==> config.mk <==
export PLATFORM = sky130hd
export DESIGN_NAME = div_34by17_seq_flat
export DESIGN_NICKNAME = d
export VERILOG_FILES = /design/src/rtl/div_34by17_seq_if.sv /design/src/rtl/div_34by17_seq.sv /design/src/flat_wrapper.sv
export SDC_FILE = /design/constraint.sdc
export NUM_CORES = 1
export LEC_CHECK = 0
export ABC_CLOCK_PERIOD_IN_PS = 4100
export BUFFER_PORTS_ARGS = -buffer_cell sky130_fd_sc_hd__buf_4
export CAP_MARGIN = 20
export CORE_MARGIN = 2
export CORE_UTILIZATION = 55
export CTS_CLUSTER_DIAMETER = 120
export DETAILED_ROUTE_END_ITERATION = 16
export PLACE_DENSITY = 0.76
export SLEW_MARGIN = 40
export SYNTH_ARGS = -nofsm -noshare
export SYNTH_HDL_FRONTEND = slang
export SYNTH_SLANG_ARGS = --single-unit
==> constraint.sdc <==
create_clock -name clk -period 4.1 [get_ports clk]
set_input_delay 0.41 -clock clk [delete_from_list [all_inputs] [get_ports clk]]
set_output_delay 0.41 -clock clk [all_outputs]
set_load 0.02 [all_outputs]
==> src/rtl/div_34by17_seq_if.sv <==
// Request/response bundle for the sequential 2W/W restoring divider.
// Both sides use valid/ready: a transfer happens on a rising clk edge where valid && ready.
interface div_34by17_seq_if #(
  parameter int W = 17
);
  localparam int DW = 2 * W;

  logic          in_valid;
  logic          in_ready;
  logic [DW-1:0] dividend;
  logic [W-1:0]  divisor;
  logic          out_valid;
  logic          out_ready;
  logic [DW-1:0] quotient;
  logic [W-1:0]  remainder;
  logic          div_by_zero;

  modport master (
    output in_valid, dividend, divisor, out_ready,
    input  in_ready, out_valid, quotient, remainder, div_by_zero
  );

  modport slave (
    input  in_valid, dividend, divisor, out_ready,
    output in_ready, out_valid, quotient, remainder, div_by_zero
  );
endinterface

==> src/rtl/div_34by17_seq.sv <==
// Sequential restoring divider: 2W-bit unsigned dividend / W-bit divisor, one quotient bit
// per clock. Used to reduce 34-bit limb products back to a 17-bit residue.
module div_34by17_seq #(
  parameter int W = 17
) (
  input  logic                   clk,
  input  logic                   reset_n,
  div_34by17_seq_if.slave        bus,
  output logic [1:0]             dbg_state
);
  localparam int DW = 2 * W;
  localparam int CW = $clog2(DW);

  typedef enum logic [1:0] {
    IDLE = 2'd0,
    BUSY = 2'd1,
    DONE = 2'd2
  } state_t;

  state_t         state;
  state_t         state_nxt;
  logic [DW-1:0]  sr;
  logic [W-1:0]   pr;
  logic [W-1:0]   dvs;
  logic [CW-1:0]  cnt;
  logic [DW-1:0]  quotient_r;
  logic [W-1:0]   remainder_r;
  logic           dbz_r;

  logic           accept;
  logic           zero_dvs;
  logic [W:0]     t;
  logic           q_bit;
  logic [W-1:0]   pr_nxt;

  assign accept   = bus.in_valid && (state == IDLE);
  assign zero_dvs = (bus.divisor == '0);

  // Compare at W+1 bits so t up to 2*divisor-1 is handled; when the subtraction is taken
  // the difference is < divisor, so its low W bits are exact.
  always_comb begin
    t      = {pr, sr[DW-1]};
    q_bit  = (t >= {1'b0, dvs});
    pr_nxt = q_bit ? (t[W-1:0] - dvs) : t[W-1:0];
  end

  always_ff @(posedge clk or negedge reset_n) begin
    if (!reset_n) state <= IDLE;
    else          state <= state_nxt;
  end

  always_comb begin
    state_nxt = state;
    unique case (state)
      IDLE: if (accept) state_nxt = zero_dvs ? DONE : BUSY;
      BUSY: if (cnt == '0) state_nxt = DONE;
      DONE: if (bus.out_ready) state_nxt = IDLE;
      default: state_nxt = IDLE;
    endcase
  end

  always_comb begin
    bus.in_ready  = (state == IDLE);
    bus.out_valid = (state == DONE);
    dbg_state     = state;
  end

  always_ff @(posedge clk or negedge reset_n) begin
    if (!reset_n) begin
      sr          <= '0;
      pr          <= '0;
      dvs         <= '0;
      cnt         <= '0;
      quotient_r  <= '0;
      remainder_r <= '0;
      dbz_r       <= 1'b0;
    end else begin
      unique case (state)
        IDLE: begin
          if (accept) begin
            if (zero_dvs) begin
              quotient_r  <= '1;
              remainder_r <= bus.dividend[W-1:0];
              dbz_r       <= 1'b1;
            end else begin
              dvs   <= bus.divisor;
              sr    <= bus.dividend;
              pr    <= '0;
              cnt   <= CW'(DW - 1);
              dbz_r <= 1'b0;
            end
          end
        end
        BUSY: begin
          sr  <= {sr[DW-2:0], q_bit};
          pr  <= pr_nxt;
          cnt <= cnt - 1'b1;
          // Result registers are separate so they hold after handoff until the next result.
          if (cnt == '0) begin
            quotient_r  <= {sr[DW-2:0], q_bit};
            remainder_r <= pr_nxt;
          end
        end
        default: ;
      endcase
    end
  end

  assign bus.quotient    = quotient_r;
  assign bus.remainder   = remainder_r;
  assign bus.div_by_zero = dbz_r;
endmodule

==> src/flat_wrapper.sv <==
// flat-port wrapper written by rule: the top's interface ports become plain ports
module div_34by17_seq_flat 
#(
  parameter int W = 17
)
  (clk, reset_n, dbg_state, bus_in_valid, bus_dividend, bus_divisor, bus_out_ready, bus_in_ready, bus_out_valid, bus_quotient, bus_remainder, bus_div_by_zero);
  div_34by17_seq_if #(.W(W)) bus_i ();
  input  logic clk;
  input  logic reset_n;
  output logic [1:0] dbg_state;
  input wire logic [$bits(bus_i.in_valid)-1:0] bus_in_valid;
  input wire logic [$bits(bus_i.dividend)-1:0] bus_dividend;
  input wire logic [$bits(bus_i.divisor)-1:0] bus_divisor;
  input wire logic [$bits(bus_i.out_ready)-1:0] bus_out_ready;
  output wire logic [$bits(bus_i.in_ready)-1:0] bus_in_ready;
  output wire logic [$bits(bus_i.out_valid)-1:0] bus_out_valid;
  output wire logic [$bits(bus_i.quotient)-1:0] bus_quotient;
  output wire logic [$bits(bus_i.remainder)-1:0] bus_remainder;
  output wire logic [$bits(bus_i.div_by_zero)-1:0] bus_div_by_zero;
  assign bus_i.in_valid = bus_in_valid;
  assign bus_i.dividend = bus_dividend;
  assign bus_i.divisor = bus_divisor;
  assign bus_i.out_ready = bus_out_ready;
  assign bus_in_ready = bus_i.in_ready;
  assign bus_out_valid = bus_i.out_valid;
  assign bus_quotient = bus_i.quotient;
  assign bus_remainder = bus_i.remainder;
  assign bus_div_by_zero = bus_i.div_by_zero;
  div_34by17_seq #(.W(W)) u_core (.clk(clk), .reset_n(reset_n), .bus(bus_i), .dbg_state(dbg_state));
endmodule
==> metrics.csv, run 1 <==
stage;metric;value;unit
place;Placer Congestion;0.9063;
critical_path;CP Max Fanout;16;
synth;count leader, synth;dfrtp_1;
drt;wire per inst;17.41;um
synth;distinct cell type count after synthesis;63;
power_and_ir_drop;VDD IR max;0.6867;mV
grt;GRT Util Overall;28.55;%
sta;final count of pins violating max slew;0;
grt;initial antenna violation count;0;
clock_tree;hold_buf cts;0;
synth;Avg Cell Area, Syn;8.552;sq um
synth;Synth area leader;dfrtp_1;
critical_path;CP endpoint kind;register;
clock_tree;clock tree sinks;128;
sta;# setup viols final;0;
synth;Synth top area share;47.96;%
power_and_ir_drop;PwrDens;1012;mW/mm^2
clock_tree;setup bufs post-CTS;0;
synth;Post-synth EDFFs;0;
synth;register area share after synthesis;47.96;%
final_layout;fill count;959;
clock_tree;cts bufs inserted;17;
grt;first-pass GRT wire length;29100;um
run;max_cap viols;0;
place;detailed-placement wirelength estimate;12570;um
synth;Mapped Area;0.006679;sq mm
run_status;failing checks;hold timing;
critical_path;CP Launch Type;register;
floorplanning;row count;40;
synth;Mapped Nets;856;
floorplanning;width of the die;114.2;um
drt;WL final;17980;um
floorplanning;die height;114.2;um
place;Port Buf Inserts;110;
final_layout;Inserted Diodes;0;
run_status;status;finished, violations left;
drt;Vias;6106;
sta;Final Cycle Share;81.28;%
synth;most frequent cells after synthesis;128 x dfrtp_1, 124 x nor2_1, 120 x nand2_1;
clock_tree;clock buffer depth;2;
drt;DRT antenna net count;0;
critical_path;Arr. time, crit path;3.66;ns
sta;Worst Clk Skew;0.005882;ns
synth;dominant synthesized flop cell;dfrtp_1;
drt;drt pass-1 iters;5;
grt;vias in the first global route;5805;
final_layout;Final #Nets;948;
final_layout;share of cells above drive strength 1;18.17;%
synth;Synth Instances;781;
grt;grt total ovfl;0;
min_path;hold crit path type;primary input to async pin;
clock_tree;CTS tree;yes;
sta;RSZ-0062 raised after global routing;false;
critical_path;Worst Setup Path Type;register to register;
floorplanning;area of the core;0.01191;sq mm
synth;number of synthesized register bits;128;
grt;pin count of the biggest net entering global routing;65;
clock_tree;CTS root buf;clkbuf_16;
drt;drt via density;5.911;
floorplanning;Initial Util;56.07;%
synth;fraction of registers with async set/reset;100.0;%
synth;top cells by area, synth;dfrtp_1 48%, nor2_1 7.0%, nand2_1 6.7%;
final_layout;Area Overhead vs Synth;22.63;%
power_and_ir_drop;Lkg Pwr;3.733;nW
sta;Relative slew margins;48.63;%
drt;DRT iter0 DRCs;561;
clock_tree;H-tree Lvls;4;
floorplanning;IO Pins;111;
sta;minimum clock period;3.332;ns
sta;Setup Total Neg Slack;0;ns
critical_path;CP required;4.42;ns
sta;final hold violation count;43;
sta;actual slew at the worst max-slew pin;0.7687;ns
clock_tree;clock transition at the registers of the reported paths;0.06;ns
drt;DRC;0;
clock_tree;Worst-Skew Late Latency;0.42;ns
critical_path;flop2flop setup slack;0.77;ns
synth;synth warn;0;
sta;final hold slack;-0.03723;ns
sta;Max Freq;300.1;MHz
floorplanning;Die ar.;0.01304;sq mm
clock_tree;CTS resizes;0;
## report_power, final
part	total (mW)	switching, mW	internal [mW]
Sequential	2.35	0.454	1.90
Combinational	4.37	2.66	1.72
Clock	1.56	0.527	1.03
## layout make-up
cell class | count | area, sq um | area share (%)
sequential | 128 | 3203 | 39.11
tap | 147 | 183.9 | 2.246
clock inverter | 6 | 130.1 | 1.589
timing repair buffer | 122 | 919.6 | 11.23
inverter | 34 | 127.6 | 1.558
multi-input combinational | 570 | 3157 | 38.54
clock buffer | 26 | 469.2 | 5.729
## sequential cells by signal, indices dropped and copies added (netlist names)
| signal | count |
|---|---|
| u_core.dbg_state | 2 |
| u_core.cnt | 6 |
| u_core.bus.div_by_zero | 1 |
| u_core.dvs | 17 |
| u_core.bus.remainder | 17 |
| u_core.sr | 34 |
| u_core.bus.quotient | 34 |
| u_core.pr | 17 |
## stage by stage
step           cell area [sq um]  cells  util (%)  setup slack (ns)  power (mW)
2_1_floorplan               6679    781         -             1.385       5.390
4_1_cts                     8187   1033     68.73            0.7957       8.259
3_3_place_gp                7586   1001     63.69            0.9415       6.497
5_1_grt                     8190   1033     68.76            0.5919       8.894
3_5_place_dp                7587   1001     63.70            0.8220       6.664
6_report                    8190   1033     68.76            0.7676       8.285
## layout by cell type (no fill, tap or decap), types with 3 or more instances in the layout
cell       netlist  layout
xor2_1           5       5
o211ai_1         3       3
buf_4            1     121
and4_1           3       3
nor3_1          47      47
nand4_1          4       4
clkbuf_16        0      17
nand3_1         16      16
nor4_1           6       6
clkbuf_1        30       8
a32oi_1          4       4
and2_1           3       3
a21o_1           6       6
a211oi_1         6       6
dfrtp_1        128     128
a31oi_1         37      37
and3_1           8       8
o31ai_1          5       5
or3_1            7       7
a21oi_1         27      26
bufinv_16        0       4
mux2i_1          9       9
ha_1            19      19
nand2_1        120     120
inv_1           34      34
o21ai_0         55      55
xnor2_1          5       5
o221ai_1         4       4
nor2_1         124     122
## per-layer routing
metal	up-vias	wire, um	global-route usage, %
met2	221	8280	43.61
met4	0	625	13.58
met3	47	1192	6.141
li1	2915	-	-
met1	2923	7882	39.08
met5	-	0	0
## path summary, 6_finish.rpt
| kind | end | cells past startpoint | from |
|---|---|---|---|
| min reg2reg | u_core.bus.remainder[6] | 2 | u_core.bus.remainder[6] |
| max | u_core.bus.remainder[0] | 10 | u_core.sr[33] |
| min | u_core.sr[4] | 1 | reset_n |
| min in group clk | u_core.dbg_state[1] | 2 | bus_out_ready |
| max reg2reg | u_core.bus.remainder[0] | 10 | u_core.sr[33] |
| max in group asynchronous | u_core.bus.quotient[19] | 2 | reset_n |
## critical path, stage by stage, from the launching register on
cell	delay [ns]
dfrtp_1	0.37
inv_1	0.07
ha_1	0.16
inv_1	0.05
fa_1	0.39
a21o_1	0.23
a221o_1	0.44
o21ai_2	0.26
and3_1	0.64
mux2_4	0.36
a221oi_2	0.25
## cells by family (layout without fill, tap and decap cells)
| family | Yosys count | count (layout) | share of synthesized area [%] |
|---|---|---|---|
| AOI/OAI and AO/OA | 175 | 175 | 16.50 |
| xor gates and xnor gates | 10 | 10 | 1.311 |
| adders and majority gates | 20 | 20 | 3.859 |
| buffers and inverters | 83 | 188 | 5.152 |
| DFF | 128 | 128 | 47.96 |
| muxes | 11 | 11 | 1.798 |
| and+or+nand+nor | 354 | 354 | 23.42 |
No activity file was read; power rests on OpenSTA's default activity.
==> run 2, diff against run 1 <==
--- a/config.mk
+++ b/config.mk
@@ -5,14 +5,14 @@
 export SDC_FILE = /design/constraint.sdc
 export NUM_CORES = 1
 export LEC_CHECK = 0
-export ABC_CLOCK_PERIOD_IN_PS = 4100
+export ABC_CLOCK_PERIOD_IN_PS = 2900
 export BUFFER_PORTS_ARGS = -buffer_cell sky130_fd_sc_hd__buf_4
 export CAP_MARGIN = 20
 export CORE_MARGIN = 2
-export CORE_UTILIZATION = 55
+export CORE_UTILIZATION = 51
 export CTS_CLUSTER_DIAMETER = 120
 export DETAILED_ROUTE_END_ITERATION = 16
-export PLACE_DENSITY = 0.76
+export PLACE_DENSITY = 0.74
 export SLEW_MARGIN = 40
 export SYNTH_ARGS = -nofsm -noshare
 export SYNTH_HDL_FRONTEND = slang
==> constraint.sdc (replaced) <==
create_clock -name clk -period 2.9 [get_ports clk]
set_input_delay 0.29 -clock clk [delete_from_list [all_inputs] [get_ports clk]]
set_output_delay 0.29 -clock clk [all_outputs]
set_load 0.02 [all_outputs]
==> metrics.csv, run 2 (same netlist as run 1, synthesis figures left out) <==
stage;metric;value;unit
floorplanning;row count;41;
sta;Relative slew margins;53.74;%
critical_path;Critical Path Most Common Cell;inv_1;
power_and_ir_drop;PwrDens;1417;mW/mm^2
floorplanning;area of the core;0.01272;sq mm
critical_path;CP Max Fanout;13;
sta;RSZ-0062 raised after global routing;false;
drt;DRT iter0 DRCs;504;
sta;Worst Clk Skew;0.006926;ns
grt;first-pass GRT wire length;30040;um
sta;Max Freq;357.0;MHz
place;dpl cells;1037;
sta;final count of pins violating max slew;0;
run_status;status;finished clean;
clock_tree;clock tree sinks;128;
clock_tree;clock buffer depth;2;
place;detailed-placement wirelength estimate;13090;um
floorplanning;width of the die;118.4;um
sta;Setup Total Neg Slack;0;ns
sta;# setup viols final;0;
critical_path;FF-to-FF Start;u_core.sr[33];
place;Port Buf Inserts;110;
grt;GRT Util Overall;27.01;%
critical_path;Arr. time, crit path;3.08;ns
clock_tree;cts bufs inserted;17;
min_path;Hold Path End;u_core.dbg_state[1];
power_and_ir_drop;VDD IR max;0.5986;mV
grt;initial antenna violation count;0;
place;Place WS;0.07621;ns
floorplanning;Die ar.;0.01403;sq mm
critical_path;CP Launch Type;register;
final_layout;share of cells above drive strength 1;20.58;%
min_path;hold crit path type;primary input to register;
drt;WL final;18360;um
sta;minimum clock period;2.801;ns
drt;DRT antenna net count;0;
power_and_ir_drop;Final Power;11.86;mW
final_layout;Area Overhead vs Synth;25.33;%
final_layout;Inserted Diodes;0;
clock_tree;H-tree Lvls;4;
critical_path;R2R cell count;11;
sta;final hold violation count;0;
clock_tree;clock transition at the registers of the reported paths;0.06;ns
floorplanning;die height;118.4;um
run;max_cap viols;0;
drt;DRC;0;
place;Placer Congestion;0.9052;
grt;vias in the first global route;5875;
min_path;hold path start;bus_out_ready;
final_layout;non-filler instance count after layout;1071;
critical_path;CP max stage delay;0.40;ns
critical_path;critical path's top delay family;compound AO/OA/AOI/OAI gates;
floorplanning;IO Pins;111;
critical_path;Critical path buffers and inverters;3;
clock_tree;CTS root buf;clkbuf_16;
grt;grt total ovfl;0;
critical_path;CP endpoint kind;register;
sta;Setup WS post-layout;0.09891;ns
critical_path;Worst Setup Path Type;register to register;
critical_path;Critical Path Slowest Stage Cell;fa_1;
clock_tree;Worst-Skew Late Latency;0.42;ns
critical_path;CP Cell Sequence;inv_1 > ha_1 > inv_1 > fa_1 > a21o_1 > a221o_1 > o21ai_2 > nand3_4 > buf_4 > mux2i_1 > o21ai_0;
drt;drt via density;5.773;
sta;Final Cycle Share;96.59;%
critical_path;CP required;3.18;ns
clock_tree;setup bufs post-CTS;0;
drt;wire per inst;17.14;um
final_layout;commonest non-fill, non-tap cell in the layout;buf_4;
grt;pin count of the biggest net entering global routing;52;
drt;Vias;6183;
sta;actual slew at the worst max-slew pin;0.6939;ns
power_and_ir_drop;Lkg Pwr;3.789;nW
min_path;Hold Path Depth;2;
floorplanning;Initial Util;52.50;%
clock_tree;CTS tree;yes;
critical_path;flop2flop setup slack;0.1;ns
final_layout;Final #Nets;961;
drt;drt pass-1 iters;5;
critical_path;r2r endpoint;u_core.pr[10];
final_layout;most frequent cells in the layout;129 x buf_4, 128 x dfrtp_1, 122 x nor2_1;
-- run 2: changes by cell type in the layout (fill, tap and decap cells not counted), sizes merged, moves of 2 or more --
cell	delta
clkinvlp	+5
clkbuf	-7
clkinv	+3
bufinv	-2
buf	+12
-- run 2: worst max path at each step --
stage	depth (start not counted)	start	end	slack, ns
floorplan	11	u_core.sr[33]	u_core.bus.remainder[0]	0.19
global placement	11	u_core.sr[33]	u_core.bus.remainder[2]	0.19
detailed placement	11	u_core.sr[33]	u_core.bus.remainder[2]	0.08
CTS	11	u_core.sr[33]	u_core.bus.remainder[2]	0.05
global route	11	u_core.sr[33]	u_core.bus.remainder[6]	0.006
finish	11	u_core.sr[33]	u_core.pr[10]	0.1
-- run 2: timing repair --
action                                  CTS  global route
hold endpoints to repair                 49             0
endpoints found under the setup margin    0            13
gates resized for setup                   0             7
hold buffers                              1             0
-- run 2: through the flow --
| step | util (%) | hold WS [ns] | instance area [sq um] |
|---|---|---|---|
| floorplan | - | -0.005591 | 6679 |
| global placement | 60.82 | 0.3681 | 7737 |
| detailed placement | 60.83 | 0.3834 | 7739 |
| CTS | 65.48 | 0.05780 | 8330 |
| global route | 65.79 | 0.05733 | 8371 |
| finish | 65.79 | 0.06455 | 8371 |
-- run 2: area by class of cell --
type / instances / area, sq um
tap: 172 / 215.2
fill: 1086 / 4352
clock inverter: 13 / 138.9
timing repair buffer: 135 / 1065
sequential: 128 / 3203
clock buffer: 19 / 442.9
inverter: 34 / 127.6
multi-input combinational: 570 / 3178
-- run 2: per-layer routing --
metal  vias up  track usage (%)  wire length (um)
met5         -                0                 0
met4         0            10.86               459
met3        42            5.405              1348
met2       260            42.16              8590
met1      2945            37.06              7957
li1       2936                -                 -
-- run 2: where the power goes --
group / total (mW) / internal [mW] / leakage [nW] / switching (mW)
Clock: 2.10 / 1.28 / 0.271 / 0.813
Combinational: 6.43 / 2.62 / 2.06 / 3.80
Sequential: 3.34 / 2.69 / 1.46 / 0.656
Total: 11.9 / 6.59 / 3.79 / 5.27
